**config.mk**
```make
export PLATFORM = sky130hd
export DESIGN_NAME = firefly_sync_ctrl
export DESIGN_NICKNAME = d
export VERILOG_FILES = /design/src/rtl/firefly_sync_ctrl.sv
export SDC_FILE = /design/constraint.sdc
export NUM_CORES = 1
export LEC_CHECK = 0
export ABC_AREA = 1
export CAP_MARGIN = 20
export CORE_MARGIN = 8
export CORE_UTILIZATION = 55
export DETAILED_ROUTE_END_ITERATION = 8
export GPL_TIMING_DRIVEN = 1
export PLACE_DENSITY_LB_ADDON = 0.05
export SLEW_MARGIN = 20
export SYNTH_ARGS = -nofsm -noshare
export SYNTH_HDL_FRONTEND = slang
export SYNTH_SLANG_ARGS = --single-unit
```
**constraint.sdc**
```tcl
create_clock -name clk -period 4.1 [get_ports clk]
set_input_delay 0.82 -clock clk [delete_from_list [all_inputs] [get_ports clk]]
set_output_delay 0.82 -clock clk [all_outputs]
set_load 0.005 [all_outputs]
```
**src/rtl/firefly_sync_ctrl.sv**
```systemverilog
// Locks onto the slow flash input f0 and regenerates it as f1 with matching period and phase.
// Optional macro FIREFLY_DUTY_EN: f1 copies the measured f0 high time instead of a fixed 50 % duty.
module firefly_sync_ctrl #(
  parameter int CNT_W   = 24,
  parameter int TIMEOUT = 5_000_000,
  parameter int TOL     = 16
) (
  input  logic             clk,
  input  logic             rst_n,
  input  logic             f0,
  output logic             f1,
  output logic             locked,
  output logic [CNT_W-1:0] period,
  output logic [CNT_W-1:0] high_time
);

  localparam logic [CNT_W-1:0] ONE     = CNT_W'(1);
  localparam logic [CNT_W-1:0] CNT_MAX = '1;
  localparam logic [CNT_W-1:0] TO_C    = CNT_W'(TIMEOUT);
  localparam logic [CNT_W-1:0] TOL_C   = CNT_W'(TOL);

  typedef enum logic [1:0] {IDLE, MEAS1, MEAS2, LOCK} state_t;

  state_t           state_q, state_d;
  logic             s1_q, s2_q, f0s_q, rise_q, fall_q;
  logic [CNT_W-1:0] per_cnt_q, hi_cnt_q, hi_lat_q;
  logic [CNT_W-1:0] period_q, period_d, high_q, high_d, phase_q, phase_d;
  logic [CNT_W-1:0] on_time, diff;
  logic             f1_q, f1_d, locked_q, match, timeout;

  // f0s_q is the synced level; rise_q/fall_q line up with its transitions
  always_ff @(posedge clk) begin
    if (!rst_n) begin
      s1_q      <= 1'b0;
      s2_q      <= 1'b0;
      f0s_q     <= 1'b0;
      rise_q    <= 1'b0;
      fall_q    <= 1'b0;
      per_cnt_q <= '0;
      hi_cnt_q  <= '0;
      hi_lat_q  <= '0;
    end else begin
      s1_q   <= f0;
      s2_q   <= s1_q;
      f0s_q  <= s2_q;
      rise_q <= s2_q & ~f0s_q;
      fall_q <= ~s2_q & f0s_q;
      if (rise_q)                   per_cnt_q <= ONE;
      else if (per_cnt_q != CNT_MAX) per_cnt_q <= per_cnt_q + ONE;
      if (rise_q)                            hi_cnt_q <= ONE;
      else if (f0s_q && hi_cnt_q != CNT_MAX) hi_cnt_q <= hi_cnt_q + ONE;
      if (fall_q) hi_lat_q <= hi_cnt_q;
    end
  end

  assign diff    = (per_cnt_q >= period_q) ? per_cnt_q - period_q : period_q - per_cnt_q;
  assign match   = (diff <= TOL_C);
  assign timeout = (per_cnt_q >= TO_C);

`ifdef FIREFLY_DUTY_EN
  assign on_time = high_d;
`else
  assign on_time = period_d >> 1;
`endif

  always_comb begin
    state_d  = state_q;
    period_d = period_q;
    high_d   = high_q;
    case (state_q)
      IDLE:  if (rise_q) state_d = MEAS1;
      MEAS1: begin
        if (rise_q) begin
          period_d = per_cnt_q;
          high_d   = hi_lat_q;
          state_d  = MEAS2;
        end else if (timeout) state_d = IDLE;
      end
      default: begin  // MEAS2 and LOCK share the compare-and-update step
        if (rise_q) begin
          period_d = per_cnt_q;
          high_d   = hi_lat_q;
          state_d  = match ? LOCK : MEAS2;
        end else if (timeout) state_d = IDLE;
      end
    endcase

    phase_d = '0;
    if (state_d == LOCK && !rise_q && (phase_q + ONE) < period_q) phase_d = phase_q + ONE;

    // f1 is computed from next-state values so it rises one clk after the synced rise
    f1_d = 1'b0;
    if (state_d == LOCK) begin
      if (period_d <= ONE || high_d == '0) f1_d = 1'b0;
      else if (high_d >= period_d)         f1_d = 1'b1;
      else                                 f1_d = (phase_d < on_time);
    end
  end

  always_ff @(posedge clk) begin
    if (!rst_n) begin
      state_q  <= IDLE;
      period_q <= '0;
      high_q   <= '0;
      phase_q  <= '0;
      f1_q     <= 1'b0;
      locked_q <= 1'b0;
    end else begin
      state_q  <= state_d;
      period_q <= period_d;
      high_q   <= high_d;
      phase_q  <= phase_d;
      f1_q     <= f1_d;
      locked_q <= (state_d == LOCK);
    end
  end

  assign f1        = f1_q;
  assign locked    = locked_q;
  assign period    = period_q;
  assign high_time = high_q;

endmodule

```
==> flow_metrics.py, run 1 <==
metrics = {
    "run_status": {
        "status": "finished, violations left",
        "violations": "setup timing",
    },
    "floorplan": {
        "start_util_pct": 55.4,
        "die_area_mm2": 0.0258,
        "die_y_um": 161,
        "core_mm2": 0.0208,
        "rows": 53,
        "die_w_um": 161,
        "top_level_ports": 53,
    },
    "synthesis": {
        "synth_nets": 1956,
        "synth-seq-area-share_pct": 26.6,
        "synthTopCellsByArea": "dfxtp_1 (27%), nand2_1 (14%), ha_1 (13%), inv_1 (9.8%), nor2_1 (6.6%)",
        "syn_area_mm2": 0.0115,
        "ys_warn_count": 0,
        "synth.distinct_cells": 47,
        "synth_flop_cell": "dfxtp_1",
        "yosysTopAreaCell": "dfxtp_1",
        "ys_seq_elements": 153,
        "synthCells": 1833,
        "synth_edf_count": 0,
        "ys_async_sr_fraction_pct": 0,
        "yosysTopAreaCellShare_pct": 26.6,
        "syn_area_per_cell_um2": 6.27,
    },
    "clock_tree": {
        "root_buffer": "clkbuf_16",
        "cts.sinks": 153,
        "cts.clk_slew.worst_paths_ns": 0.07,
        "cts_max_path_buffers": 2,
        "hold_buffers": 0,
        "cts_tree": "built",
        "cts_buffers": 17,
        "clk-insertion-delay-late_ns": 0.43,
        "htreeDepth": 4,
    },
    "place": {
        "postPlaceCellArea_mm2": 0.0128,
        "dp_hpwl_mm": 29.8,
        "portBuffers": 52,
        "dp_slack_ns": -0.606,
        "place_congestion": 0.979,
    },
    "drt": {
        "vias": 12200,
        "first_pass_iters": 8,
        "drc": 0,
        "routed_wl_mm": 37.6,
        "ant_nets": 0,
        "vias_per_cell": 5.44,
        "first_iter_violations": 1047,
        "wl_per_cell_um": 16.8,
    },
    "setup_path": {
        "cp.arrival_ns": 4.78,
        "crit_path_start_kind": "flop",
        "startpoint": "phase_q[1]",
        "endpoint_kind": "flop",
        "rr_startpoint": "phase_q[1]",
        "slowest_delay_ns": 0.35,
        "critPathKind": "flop to flop",
        "worst_path_most_repeated_cell": "inv_2",
        "required_ns": 4.47,
        "critPathSlowestCell": "dfxtp_2",
        "crit_path_max_fanout": 12,
    },
    "min_path": {
        "hp-start": "s1_q",
        "holdCritPathClass": "flop to flop",
    },
    "power": {
        "total_leakage_power_nw": 7.27,
        "power_density_mw_per_mm2": 265,
        "peakVddDrop_uv": 297,
    },
    "global_routing": {
        "grt_use_total_pct": 28.6,
        "antenna_found_initial": 0,
        "grt-ovfl-total": 0,
        "grt_pass1_wl_mm": 59.5,
        "first_global_vias": 11500,
        "grt_max_degree": 75,
    },
    "sta": {
        "slew_viol_final": 0,
        "tightest_slew_ns": 1.02,
        "rsz0062_at_grt": "yes",
        "setup_viol": 1,
        "slew_headroom_pct": 31.4,
        "max_freq_ghz": 0.227,
        "worst_slack_ns": -0.310,
        "hold_viol_final": 0,
        "tns_ns": -0.310,
        "clock_skew_ns": 0.0132,
        "post-route-period-util_pct": 108,
        "post-route-min-period_ns": 4.41,
    },
    "job": {
        "maxCapViolations": 0,
    },
    "cells_and_area": {
        "drive_gt1_share_pct": 9.52,
        "mostFrequentLayoutCells": "nand2_1 (441), inv_1 (294), nor2_1 (196)",
        "diodes": 0,
        "final_common_cell": "nand2_1",
        "final_area_mm2": 0.0137,
        "area_delta_synth_final_pct": 19.0,
        "fin_nets": 2074,
    },
}
==> flip-flops by register name, indices dropped and copies added (netlist names), 2 cells and up <==
| register | cells |
|---|---|
| per_cnt_q | 24 |
| high_time | 24 |
| phase_q | 24 |
| hi_cnt_q | 24 |
| hi_lat_q | 24 |
| state_q | 2 |
| period | 24 |
==> repair_timing <==
item | in CTS | in global routing
setup buffers | 4 | 4
gates resized for setup | 14 | 20
hold endpoints to repair | 0 | 0
cloned | 2 | 0
pin swaps | 11 | 1
setup endpoints to repair | 1 | 16
==> critical path: cells and delay by family (launching register included) <==
| kind | cells | cell delay (ns) |
|---|---|---|
| buffers and inverters | 7 | 0.73 |
| flip-flops | 1 | 0.35 |
| XOR/XNOR | 1 | 0.21 |
| AND/OR/NAND/NOR | 18 | 1.91 |
| AO/OA/AOI/OAI | 4 | 0.56 |
| adder cells (fa/ha/maj) | 3 | 0.59 |
==> logic make-up (layout without fill, tap and decap cells) <==
| group | after synthesis | count (layout) | synth area share, % |
|---|---|---|---|
| simple gates | 885 | 885 | 32.7 |
| compound gates | 298 | 298 | 14.0 |
| xor+xnor | 25 | 25 | 1.90 |
| mux | 1 | 1 | 0.0871 |
| fa+ha+maj | 120 | 120 | 13.1 |
| buf+inv | 351 | 482 | 11.6 |
| flops | 153 | 153 | 26.6 |
==> area by class of cell <==
class / instances / area, µm²
sequential: 153 / 3070
timing repair buffer: 139 / 1250
tap: 275 / 344
multi-input combinational: 1329 / 7280
fill: 1914 / 7080
clock inverter: 11 / 114
clock buffer: 21 / 460
inverter: 311 / 1170
==> layer usage <==
metal,share of wire [%],wire length (µm),track usage [%],up-vias
li1,-,-,-,6163
met1,42,15900,34.6,5510
met2,47,17500,48.4,422
met3,6.4,2390,4.56,92
met4,4.6,1730,14.1,0
met5,0,0,0,-
==> report_power, final <==
part	internal [mW]	switching [mW]	total, mW
Clock	0.879	0.682	1.56
Combinational	0.186	0.368	0.554
Sequential	1.50	0.0107	1.51
Total	2.56	1.06	3.62
==> stage by stage <==
step                hold WS, ns  power, mW  std cells  utilization (%)
detailed placement        0.402       2.08       2197             61.9
finish                    0.421       3.62       2239             65.9
floorplan                 0.389       1.94       1833                -
global route              0.439       3.77       2239             65.9
global placement          0.400       2.07       2197             61.9
CTS                       0.424       3.63       2235             65.4
==> synth_stat cells (2+ instances only) <==
library cell    n
inv_2          11
o31ai_1         2
nor4_2          2
o21ai_0       132
o21bai_1       10
a31oi_1         3
nor4_1         18
nor2_4          2
o21bai_2        2
nand2_1       444
a21oi_2         2
o21a_1          4
nor2_2          3
o21ai_1         3
a211oi_1        3
nand2_2         6
xnor2_1         2
nand3_1       102
xor2_1         23
nand4_1        42
buf_2           5
a21o_1          3
a21oi_1       125
ha_1          120
or2_2           3
nor3_1         53
clkbuf_1       32
o211ai_1        3
nand2_4         2
nor2_1        203
dfxtp_1       153
inv_1         300
==> path summary, 6_finish.rpt <==
| path | end | depth (start not counted) | slack (ns) |
|---|---|---|---|
| worst max-delay path | f1 | 33 | -0.31 |
| worst min-delay path | s2_q | 2 | 0.42 |
| worst max register to register | f1 | 33 | -0.31 |
| worst min register to register | s2_q | 2 | 0.42 |
(Power assumes the default switching activity.)
==> run 2: changes to the inputs <==
--- a/config.mk
+++ b/config.mk
@@ -5,13 +5,13 @@
 export SDC_FILE = /design/constraint.sdc
 export NUM_CORES = 1
 export LEC_CHECK = 0
-export ABC_AREA = 1
 export CAP_MARGIN = 20
 export CORE_MARGIN = 8
 export CORE_UTILIZATION = 55
 export DETAILED_ROUTE_END_ITERATION = 8
 export GPL_TIMING_DRIVEN = 1
 export PLACE_DENSITY_LB_ADDON = 0.05
+export REMOVE_ABC_BUFFERS = 1
 export SLEW_MARGIN = 20
 export SYNTH_ARGS = -nofsm -noshare
 export SYNTH_HDL_FRONTEND = slang
==> flow_metrics.py, run 2 <==
metrics = {
    "drt": {
        "wl_per_cell_um": 18.6,
        "routed_wl_mm": 31.7,
        "dr_wl_met2_mm": 15.6,
        "vias": 9659,
        "route.top_layer_used": "met4",
        "ant_nets": 0,
        "met1_length_mm": 13.8,
        "vias_per_cell": 5.66,
        "first_pass_iters": 5,
        "drc": 0,
        "first_iter_violations": 592,
        "met3_length_mm": 1.15,
    },
    "power": {
        "total_power_mw": 3.41,
        "pwr-share-clk_pct": 46.3,
        "p_int_mw": 2.56,
        "combPwrFrac_pct": 9.7,
        "power_switching_mw": 0.850,
        "peakVddDrop_uv": 264,
        "seqPwrFrac_pct": 44.0,
        "switching_share_pct": 25.0,
        "total_leakage_power_nw": 6.04,
        "power_density_mw_per_mm2": 256,
    },
    "setup_path": {
        "crit_path_max_fanout": 7,
        "cp.arrival_ns": 5.28,
        "rr_startpoint": "phase_q[2]",
        "crit_path_start_kind": "flop",
        "endpoint_kind": "flop",
        "required_ns": 4.38,
        "startpoint": "phase_q[2]",
        "critPathKind": "flop to flop",
    },
    "synthesis": {
        "yosysTopAreaCellShare_pct": 29.5,
        "yosys-top-cells-count": "dfxtp_1 (153), nor2_1 (147), ha_1 (120)",
        "synth_edf_count": 0,
        "yosysTopAreaCell": "dfxtp_1",
        "ys_seq_elements": 153,
        "synth.distinct_cells": 75,
        "syn_area_per_cell_um2": 8.24,
        "synthTopCellsByArea": "dfxtp_1 (29%), ha_1 (14%), mux2i_1 (5.6%), nor2_1 (5.3%), nor2b_1 (5.1%)",
        "syn_area_mm2": 0.0104,
        "synth_flop_cell": "dfxtp_1",
        "synth-seq-area-share_pct": 29.5,
        "ys_warn_count": 0,
        "ys_async_sr_fraction_pct": 0,
        "synthCells": 1261,
        "synth.most_common_cell": "dfxtp_1",
    },
    "sta": {
        "hold_viol_final": 0,
        "slew_viol_final": 0,
        "post-route-period-util_pct": 122,
        "tightest_slew_ns": 1.03,
        "rsz0062_at_grt": "yes",
        "whs_ns": 0.433,
        "slew_headroom_pct": 31.2,
        "max_freq_ghz": 0.200,
        "worst_slack_ns": -0.905,
        "post-route-min-period_ns": 5.00,
        "setup_viol": 1,
        "clock_skew_ns": 0.00735,
        "tns_ns": -0.905,
    },
    "floorplan": {
        "die_w_um": 153,
        "die_y_um": 153,
        "rows": 50,
        "die_area_mm2": 0.0236,
        "top_level_ports": 53,
        "start_util_pct": 55.7,
        "core_mm2": 0.0186,
    },
    "global_routing": {
        "grt_max_degree": 47,
        "grt-ovfl-total": 0,
        "first_global_vias": 9640,
        "antenna_found_initial": 0,
        "grt_use_total_pct": 26.2,
        "grt_pass1_wl_mm": 49.3,
    },
    "min_path": {
        "holdCritPathClass": "flop to flop",
        "hp-start": "s1_q",
    },
    "cells_and_area": {
        "fin_nets": 1584,
        "mostFrequentLayoutCells": "buf_4 (174), dfxtp_1 (145), nor2_1 (140)",
        "final_cells": 1708,
        "drive_gt1_share_pct": 20.4,
        "area_delta_synth_final_pct": 28.2,
        "final_common_cell": "buf_4",
        "diodes": 0,
    },
    "run_status": {
        "status": "finished, violations left",
        "violations": "setup timing",
    },
    "clock_tree": {
        "root_buffer": "clkbuf_16",
        "cts.sinks": 153,
        "cts.clk_slew.worst_paths_ns": 0.06,
        "cts_max_path_buffers": 2,
        "htreeDepth": 4,
        "clk-insertion-delay-late_ns": 0.43,
        "cts_tree": "built",
        "cts_buffers": 17,
    },
    "place": {
        "dp_slack_ns": -1.17,
        "place_congestion": 0.963,
        "dp_cells": 1653,
        "dp_hpwl_mm": 24.3,
        "portBuffers": 52,
    },
    "job": {
        "maxCapViolations": 0,
    },
}
-- run 2: changes by cell type in the layout (fill, tap and decap cells not counted), moves of 15 or more --
cell	before	now
nand2_1	441	55
inv_1	294	102
o21ai_0	131	32
buf_4	82	174
nor2b_1	0	85
nand3_1	101	28
mux2i_1	1	58
nor2_1	196	140
xnor2_1	2	41
nor3_1	44	10
a21oi_1	123	92
a21o_1	3	25
inv_2	17	2
-- run 2: stage by stage --
stage | area, µm² | utilization [%]
after floorplan | 10200 | -
after global placement | 12200 | 65.3
after detailed placement | 12200 | 65.3
after CTS | 13000 | 69.7
after global routing | 13300 | 71.5
final | 13300 | 71.5
-- run 2: final cells by class --
type	instances	area (µm²)
Inverter	104	390
Clock buffer	17	425
Timing Repair Buffer	231	1880
Tap cell	234	293
Fill cell	1494	5320
Multi-Input combinational cell	954	7090
Clock inverter	15	166
Sequential cell	153	3080
-- run 2: per-layer routing --
layer / up-vias / GRT usage (%)
li1: 4776 / -
met5: - / 0
met1: 4571 / 31.2
met3: 69 / 3.24
met4: 0 / 12.1
met2: 243 / 46.2
-- run 2: logic make-up (layout without fill, tap and decap cells) --
| logic type | after synthesis | count (layout) | share of synthesized area [%] |
|---|---|---|---|
| DFF | 153 | 153 | 29.5 |
| buffers and inverters | 154 | 367 | 5.86 |
| AOI/OAI and AO/OA | 235 | 235 | 14.8 |
| and+or+nand+nor | 457 | 457 | 22.6 |
| muxes | 61 | 61 | 5.97 |
| xor gates and xnor gates | 81 | 81 | 6.83 |
| adders and majority gates | 120 | 120 | 14.4 |
-- run 2: worst paths after layout --
check	endpoint	slack [ns]	cells past startpoint
worst min-delay path	s2_q	0.43	1
worst max register to register	f1	-0.90	26
worst max-delay path	f1	-0.90	26
worst min register to register	s2_q	0.43	1
-- run 2: critical path: stages, from the launching register on --
cell and delay [ns]:
dfxtp_2 0.33, and3_4 0.19, and3_4 0.18, and2_4 0.14
and4_4 0.27, and3_4 0.21, xnor2_2 0.13, inv_1 0.10
ha_4 0.28, nand4_1 0.16, buf_4 0.17, buf_4 0.12
nor2_1 0.17, o2111ai_2 0.18, nand2_2 0.12, buf_6 0.13
buf_6 0.13, nor2_4 0.04, ha_1 0.27, nand4_1 0.13
nor4_2 0.36, or3b_4 0.44, nor2_2 0.09, nor2_1 0.05
o221ai_2 0.17, o2111ai_1 0.12, nor4b_2 0.18
-- run 2: repair_timing --
action                     4_1_cts  5_1_grt
hold buffers                     0        0
setup buffers                   12       10
cloned                           1        0
resized for setup               35       44
setup endpoints to repair        1        2
pin swaps                       17       36
-- run 2: power groups by stage --
stage / combinational (mW) / sequential, mW / clock, mW
after floorplan: 0.215 / 1.53 / 0
after global placement: 0.330 / 1.53 / 0
after detailed placement: 0.331 / 1.53 / 0
after CTS: 0.333 / 1.50 / 1.60
after global routing: 0.358 / 1.50 / 1.66
final: 0.332 / 1.50 / 1.58
==> run 3: changes to the inputs <==
--- a/config.mk
+++ b/config.mk
@@ -6,8 +6,10 @@
 export NUM_CORES = 1
 export LEC_CHECK = 0
 export CAP_MARGIN = 20
+export CELL_PAD_IN_SITES_DETAIL_PLACEMENT = 0
+export CELL_PAD_IN_SITES_GLOBAL_PLACEMENT = 1
 export CORE_MARGIN = 8
-export CORE_UTILIZATION = 55
+export CORE_UTILIZATION = 42
 export DETAILED_ROUTE_END_ITERATION = 8
 export GPL_TIMING_DRIVEN = 1
 export PLACE_DENSITY_LB_ADDON = 0.05
==> flow_metrics.py, run 3 (same netlist as run 2, synthesis figures left out) <==
metrics = {
    "run_status": {
        "status": "finished, violations left",
        "violations": "setup timing",
    },
    "drt": {
        "vias_per_cell": 5.28,
        "routed_wl_mm": 31.9,
        "first_pass_iters": 4,
        "wl_per_cell_um": 17.9,
        "ant_nets": 0,
        "drc": 0,
        "first_iter_violations": 419,
        "vias": 9394,
    },
    "floorplan": {
        "core_mm2": 0.0243,
        "top_level_ports": 53,
        "die_area_mm2": 0.0300,
        "die_w_um": 173,
        "rows": 57,
        "start_util_pct": 42.7,
        "die_y_um": 173,
    },
    "global_routing": {
        "grt_use_total_pct": 20.9,
        "grt-ovfl-total": 0,
        "grt_pass1_wl_mm": 50.3,
        "grt_max_degree": 60,
        "first_global_vias": 9292,
        "antenna_found_initial": 0,
    },
    "clock_tree": {
        "cts_max_path_buffers": 2,
        "htreeDepth": 4,
        "cts.clk_slew.worst_paths_ns": 0.07,
        "hold_buffers": 0,
        "clk-insertion-delay-late_ns": 0.43,
        "root_buffer": "clkbuf_16",
        "cts_tree": "built",
        "cts_buffers": 17,
        "cts.sinks": 153,
    },
    "power": {
        "total_leakage_power_nw": 5.95,
        "peakVddDrop_uv": 262,
        "power_density_mw_per_mm2": 251,
    },
    "cells_and_area": {
        "utilization_pct": 54.7,
        "fin_nets": 1565,
        "final_area_mm2": 0.0133,
        "area_delta_synth_final_pct": 28.1,
        "diodes": 0,
        "drive_gt1_share_pct": 19.7,
        "final_common_cell": "buf_4",
        "mostFrequentLayoutCells": "buf_4 (157), dfxtp_1 (145), nor2_1 (138)",
    },
    "sta": {
        "hold_viol_final": 0,
        "clock_skew_ns": 0.0113,
        "tightest_slew_ns": 1.09,
        "post-route-min-period_ns": 4.81,
        "tns_ns": -0.712,
        "setup_viol": 1,
        "worst_slack_ns": -0.712,
        "slew_headroom_pct": 27.2,
        "rsz0062_at_grt": "yes",
        "slew_viol_final": 0,
        "max_freq_ghz": 0.208,
        "post-route-period-util_pct": 117,
    },
    "min_path": {
        "holdCritPathClass": "flop to flop",
        "hold_depth": 1,
    },
    "setup_path": {
        "crit_path_max_fanout": 8,
        "reg2reg_setup_slack_ns": -0.71,
        "rr_startpoint": "phase_q[4]",
        "reg2reg_to": "f1",
        "endpoint_kind": "flop",
        "cp-endpoint": "f1",
        "required_ns": 4.39,
        "crit_path_start_kind": "flop",
        "cp.arrival_ns": 5.11,
        "critPathKind": "flop to flop",
        "r2r_cells": 27,
        "startpoint": "phase_q[4]",
    },
    "job": {
        "maxCapViolations": 0,
    },
    "place": {
        "portBuffers": 52,
        "dp_slack_ns": -1.16,
        "postPlaceCellArea_mm2": 0.0122,
        "place_congestion": 0.893,
        "dp_hpwl_mm": 25.4,
    },
}
[run 3: cell count changes in the layout (fill, tap and decap cells not counted), moves of 2 or more]
cell       before  now
nor2_1        140  138
bufinv_16       2    0
nand3_2         3    7
buf_4         174  157
and3_1         10   12
nand3_1        28   25
clkbuf_8        0    2
buf_6           3    1
ha_4            8   11
o21ai_0        32   29
o21ai_1         4    8
inv_6           4    6
ha_1          112  108
clkinv_4        4    1
[run 3: cell type report]
| cell class | count | area, µm² |
|---|---|---|
| fill | 2267 | 11000 |
| multi-input combinational | 954 | 7140 |
| sequential | 153 | 3070 |
| timing repair buffer | 212 | 1740 |
| clock buffer | 19 | 453 |
| tap | 324 | 405 |
| inverter | 104 | 390 |
| clock inverter | 13 | 109 |
[run 3: power by group]
group          total [mW]  switching (mW)  internal [mW]
Combinational       0.325           0.176          0.148
Clock                1.52           0.697          0.826
Sequential           1.50         0.00604           1.49
Total                3.34           0.879           2.47
[run 3: through the flow]
step	power [mW]	hold WS [ns]	std cells
2_1_floorplan	1.75	0.407	1211
3_5_place_dp	1.85	0.427	1729
3_3_place_gp	1.85	0.419	1729
5_1_grt	3.46	0.458	1779
6_report	3.34	0.438	1779
4_1_cts	3.37	0.442	1769
[run 3: repair_timing]
action,CTS,global route
hold endpoints to repair,0,0
gates cloned,2,0
buffers inserted,6,10
resized for setup,33,58
pin swaps,18,38
setup endpoints to repair,1,3
[run 3: worst min path at each step]
| stage | start | to | slack, ns |
|---|---|---|---|
| final | s1_q | s2_q | 0.44 |
| after global routing | s1_q | s2_q | 0.46 |
| after CTS | s1_q | s2_q | 0.44 |
| after detailed placement | s1_q | s2_q | 0.43 |
| after global placement | s1_q | s2_q | 0.42 |
| after floorplan | f0s_q | rise_q | 0.41 |
[run 3: critical path, stage by stage, from the launching register on]
cell	delay [ns]
dfxtp_2	0.34
and3_4	0.18
and3_4	0.20
nand3_4	0.09
nor2_4	0.20
nand3_2	0.11
xor2_2	0.15
inv_1	0.10
ha_4	0.21
a21o_1	0.18
a21o_1	0.16
a21oi_2	0.11
nor2b_1	0.07
o21ai_1	0.18
a21oi_2	0.10
nor3_4	0.23
nand2_2	0.13
buf_8	0.17
nor2_4	0.11
ha_4	0.14
nand4_1	0.15
nor4_4	0.31
or3b_4	0.42
nor2_2	0.08
nor2_1	0.04
o221ai_1	0.21
o2111ai_1	0.13
nor4b_2	0.17
[run 3: per-layer routing]
metal,global-route usage [%],share of wire (%),vias to the layer above
met5,0,0,-
met4,8.16,3.5,0
met3,2.48,2.8,54
met2,36.2,48,156
met1,26.0,45,4441
li1,-,-,4743
